File: src/rtl/vnu_pkg.sv
// Shared types and helpers for the serial variable-node accumulator.
package vnu_pkg;

    localparam int DW  = 6;
    localparam int DEG = 3;
    localparam int SW  = DW + $clog2(DEG + 1) + 1;

    typedef logic [DW-1:0]        msg_sm_t;
    typedef logic signed [SW-1:0] acc_t;

    typedef enum logic {
        S_COLLECT = 1'b0,
        S_EMIT    = 1'b1
    } state_t;

    // Sign-magnitude to sign-extended two's complement; negative zero maps to 0.
    function automatic acc_t sm2tc(input msg_sm_t m);
        acc_t mag;
        mag           = '0;
        mag[DW-2:0]   = m[DW-2:0];
        return m[DW-1] ? -mag : mag;
    endfunction

endpackage

File: src/rtl/vnu_tc2sm_sat.sv
// Two's complement (SW bits) to saturated sign-magnitude (DW bits).
// Zero always encodes as all-zero, so negative zero never leaves the block.
module vnu_tc2sm_sat #(
    parameter int DW = 6,
    parameter int SW = 9
) (
    input  logic [SW-1:0] x_i,
    output logic [DW-1:0] sm_o
);

    localparam logic [SW-1:0] MAXM = SW'((1 << (DW - 1)) - 1);
    localparam logic [SW-1:0] ONE  = SW'(1);

    logic          neg;
    logic [SW-1:0] mag;

    // Absolute value, then clamp to the largest representable magnitude.
    always_comb begin
        neg  = x_i[SW-1];
        mag  = neg ? (~x_i + ONE) : x_i;
        sm_o = {neg, (mag > MAXM) ? MAXM[DW-2:0] : mag[DW-2:0]};
    end

endmodule

File: src/rtl/vnu_serial_accum.sv
// Serial VNU: collects DEG check messages plus the channel LLR, then streams
// DEG extrinsic messages (total minus own input) and a hard decision.
module vnu_serial_accum
    import vnu_pkg::*;
#(
    parameter int DW  = vnu_pkg::DW,
    parameter int DEG = vnu_pkg::DEG
) (
    input  logic          i_clk,
    input  logic          i_rst_n,
    input  logic [DW-1:0] i_llr,
    input  logic          i_valid,
    output logic          i_ready,
    input  logic [DW-1:0] i_data,
    output logic          o_valid,
    input  logic          o_ready,
    output logic [DW-1:0] o_data,
    output logic          o_last,
    output logic          o_hard
);

    localparam int SW = DW + $clog2(DEG + 1) + 1;
    localparam int CW = (DEG > 1) ? $clog2(DEG) : 1;
    localparam logic [CW-1:0] LAST = CW'(DEG - 1);
    localparam logic [CW-1:0] CONE = CW'(1);

    state_t               state_q;
    logic [CW-1:0]        cnt_q;
    logic signed [SW-1:0] acc_q;
    logic signed [SW-1:0] msg_q [DEG];

    logic signed [SW-1:0] conv_d;
    logic signed [SW-1:0] base_d;
    logic signed [SW-1:0] acc_d;
    logic signed [SW-1:0] ext_d;
    logic [DW-1:0]        sm_d;
    logic                 emit;

    assign emit   = (state_q == S_EMIT);
    assign conv_d = sm2tc(i_data);
    // Beat 0 seeds the sum with the channel LLR; later beats keep adding.
    assign base_d = (cnt_q == '0) ? sm2tc(i_llr) : acc_q;
    assign acc_d  = base_d + conv_d;
    assign ext_d  = acc_q - msg_q[cnt_q];

    vnu_tc2sm_sat #(
        .DW(DW),
        .SW(SW)
    ) u_sat (
        .x_i (ext_d),
        .sm_o(sm_d)
    );

    // Outputs come only from registered state; idle outputs are forced to 0.
    assign i_ready = ~emit;
    assign o_valid = emit;
    assign o_data  = emit ? sm_d : '0;
    assign o_last  = emit & (cnt_q == LAST);
    assign o_hard  = emit & acc_q[SW-1];

    // Collect/emit FSM with counter, accumulator and per-message buffer.
    always_ff @(posedge i_clk) begin
        if (!i_rst_n) begin
            state_q <= S_COLLECT;
            cnt_q   <= '0;
            acc_q   <= '0;
            for (int k = 0; k < DEG; k++) msg_q[k] <= '0;
        end else begin
            case (state_q)
                S_COLLECT: begin
                    if (i_valid) begin
                        msg_q[cnt_q] <= conv_d;
                        acc_q        <= acc_d;
                        if (cnt_q == LAST) begin
                            cnt_q   <= '0;
                            state_q <= S_EMIT;
                        end else begin
                            cnt_q <= cnt_q + CONE;
                        end
                    end
                end
                S_EMIT: begin
                    if (o_ready) begin
                        if (cnt_q == LAST) begin
                            cnt_q   <= '0;
                            acc_q   <= '0;
                            state_q <= S_COLLECT;
                        end else begin
                            cnt_q <= cnt_q + CONE;
                        end
                    end
                end
                default: state_q <= S_COLLECT;
            endcase
        end
    end

endmodule

File: config.mk
export PLATFORM = sky130hd
export DESIGN_NAME = vnu_serial_accum
export DESIGN_NICKNAME = d
export VERILOG_FILES = /design/src/rtl/vnu_pkg.sv /design/src/rtl/vnu_tc2sm_sat.sv /design/src/rtl/vnu_serial_accum.sv
export SDC_FILE = /design/constraint.sdc
export NUM_CORES = 1
export LEC_CHECK = 0
export BUFFER_PORTS_ARGS = -buffer_cell sky130_fd_sc_hd__buf_2
export CORE_MARGIN = 2
export CORE_UTILIZATION = 38
export CTS_CLUSTER_SIZE = 24
export DETAILED_ROUTE_END_ITERATION = 10
export PLACE_DENSITY = 0.61
export SYNTH_ARGS = -nofsm -noshare
export SYNTH_HDL_FRONTEND = slang
export SYNTH_SLANG_ARGS = --single-unit
File: constraint.sdc
create_clock -name i_clk -period 5.07 [get_ports i_clk]
set_input_delay 1.2675 -clock i_clk [delete_from_list [all_inputs] [get_ports i_clk]]
set_output_delay 1.2675 -clock i_clk [all_outputs]
set_load 0.05 [all_outputs]
==> reports/results.ini <==
[clocking]
cts_buffers = 5
cts_root_buf = clkbuf_8
cts_setup_buffers = 0
clock_sinks = 50
cts_tree = built
cts.clk_slew.worst_paths_ns = 0.09
clock_latency_ns = 0.30
htree_levels = 2
clk_path_buf_depth = 2

[yosys]
synth.net_count = 364
syn-instance-count = 325
synth_top_area_frac = 0.3273
async_flop_share = 0
avgSynthCellArea_um2 = 10.16
ys.flop_type = edfxtp_1
yosysWarnings = 0
synth_cell_type_count = 54
synth_edf_count = 36
synth_top_area_cell = edfxtp_1
syn_area_um2 = 3303
ys_top_cells_by_area = edfxtp_1, dfxtp_1, ha_1
yosys_register_bits = 50
ys_seq_area_frac = 0.4121

[floorplanning]
start_util = 0.3844
io_pins = 26
dieArea_um2 = 9455
core_um2 = 8593
die_y_um = 97.24
rows = 34
die_w_um = 97.24

[global_route]
grtUsageTotal = 0.1481
first_global_vias = 2306
antenna_found_initial = 0
grt_first_pass_wirelength_um = 11320
grt_max_degree = 18
grt_overflow = 0

[layout]
drive_gt1_frac = 0.1387
final_cell_mix = nor2_1, edfxtp_1, inv_1
finalNonFillerCells = 454
antenna_cells = 0
area_growth_pct = 9.280
nets = 384
final_common_cell = nor2_1
nFillCells = 838

[pwr]
p_switching_w = 0.0004964
sw_frac_of_total = 0.3657
ir_drop_mv = 0.1340
p_int_w = 0.0008608
cellPowerDensity_nw_per_um2 = 376.0
p_clk_frac = 0.216
p_seq_frac = 0.365
p_comb_frac = 0.419
leakagePower_nw = 1.551

[timing]
clock_skew_ns = 0.004487
maxSlewViolCount = 0
setup_viol = 0
min_period_ns = 4.822
tightest_slew_ns = 0.9644
finalHoldViolations = 0
min_period_over_period = 0.9511
rsz0062_at_grt = false
relSlewSlack = 0.3547
setup-tns-final_ns = 0
fmax_ghz = 0.2074

[drt]
vias = 2321
wire_per_inst_um = 14.68
dr.pass1.iters = 4
via_per_inst = 5.112
first_iter_violations = 91
routed_wl_um = 6664
drc = 0
ant_nets = 0

[outcome]
status = finished clean

[placed_design]
io_buffers = 25
dp_hpwl_um = 5448
dp.cells = 446
gp_congestion = 0.8325

[worst_hold_path]
hold_class = reg2reg

[setup_path]
worst_ep_required_time_ns = 3.80
path_class = reg2out
rrSetupSlack_ns = 1.70
startpoint_type = flip-flop
cp-end-kind = primary output
path_max_fanout = 9
critPathArrivalTime_ns = 3.55

[run]
maxCapViolations = 0

[registers in the layout, indices dropped and copies added (netlist names), named ones only]
name and flops:
acc_q 9, cnt_q 2, o_valid 1, msg_q 36
[Yosys cell counts, drive strengths merged, types with 4 or more instances]
| master | count |
|---|---|
| a21o | 5 |
| ha | 21 |
| xnor2 | 12 |
| o21ai | 15 |
| mux2i | 5 |
| a21oi | 18 |
| mux4 | 9 |
| o21a | 4 |
| nor2b | 11 |
| and2 | 4 |
| inv | 29 |
| nor2 | 50 |
| dfxtp | 14 |
| nand2 | 25 |
| edfxtp | 36 |
| nand3 | 4 |
| xor2 | 9 |
| clkbuf | 9 |
[timing repair]
item / CTS / global route
setup endpoints to repair: 2 / 5
hold buffers: 0 / 0
gates resized for setup: 1 / 1
[worst max-delay path, cell delays in order (launching register included)]
cell	delay (ns)
dfxtp_2	0.49
mux4_1	0.58
inv_1	0.08
ha_1	0.27
a21oi_1	0.31
nand2_1	0.11
xnor2_1	0.16
nor3_1	0.27
mux2_2	0.40
a31oi_4	0.18
o21bai_1	0.13
buf_2	0.27
[worst paths after layout]
check / start / to / cells after the start
setup / recovery: flip-flop / o_data[0] / 11
hold / removal: acc_q[0] / acc_q[0] / 1
setup reg to reg: cnt_q[0] / acc_q[8] / 11
hold reg to reg: acc_q[0] / acc_q[0] / 1
[routing by layer]
| layer | GRT usage | wire, µm | vias to the layer above |
|---|---|---|---|
| met5 | 0 | 0 | - |
| met4 | 0.04487 | 103 | 0 |
| met3 | 0.02590 | 181 | 8 |
| met2 | 0.2489 | 3229 | 37 |
| met1 | 0.1967 | 3150 | 1091 |
| li1 | - | - | 1185 |
[cell type report]
| class | instances | area [µm²] | area share |
|---|---|---|---|
| flip-flops and latches | 50 | 1363 | 0.3775 |
| repair buffers | 25 | 125.1 | 0.03466 |
| clock inverters | 3 | 47.55 | 0.01317 |
| well taps | 108 | 135.1 | 0.03744 |
| clock buffers | 5 | 68.82 | 0.01906 |
| multi-input cells | 234 | 1762 | 0.4880 |
| inverters | 29 | 108.9 | 0.03016 |
[power by group through the flow]
| stage | registers, W | logic, W | clock network (W) |
|---|---|---|---|
| 6_report | 0.000496 | 0.000569 | 0.000292 |
| 5_1_grt | 0.000501 | 0.000643 | 0.000318 |
| 4_1_cts | 0.000497 | 0.000570 | 0.000300 |
| 3_5_place_dp | 0.000506 | 0.000566 | 0 |
| 3_3_place_gp | 0.000505 | 0.000556 | 0 |
| 2_1_floorplan | 0.000494 | 0.000472 | 0 |
[cell families after synthesis]
logic type,Yosys count,share of synthesized area
compound gates,64,0.1314
mux,15,0.08901
fa+ha+maj,23,0.09167
buf+inv,41,0.05454
xor+xnor,21,0.06364
flops,50,0.4121
simple gates,111,0.1576
[through the flow]
stage | area [µm²] | total power (W) | setup slack (ns) | util | hold WS (ns)
6_report | 3610 | 0.001357 | 0.2478 | 0.4201 | 0.4928
4_1_cts | 3608 | 0.001366 | 0.07789 | 0.4199 | 0.4925
3_3_place_gp | 3492 | 0.001062 | 0.4651 | 0.4064 | 0.4628
3_5_place_dp | 3492 | 0.001072 | 0.3252 | 0.4064 | 0.4677
2_1_floorplan | 3303 | 0.0009659 | 0.8245 | - | 0.4423
5_1_grt | 3610 | 0.001461 | 0.01749 | 0.4201 | 0.5202
Power figures use the tool's default switching activity.
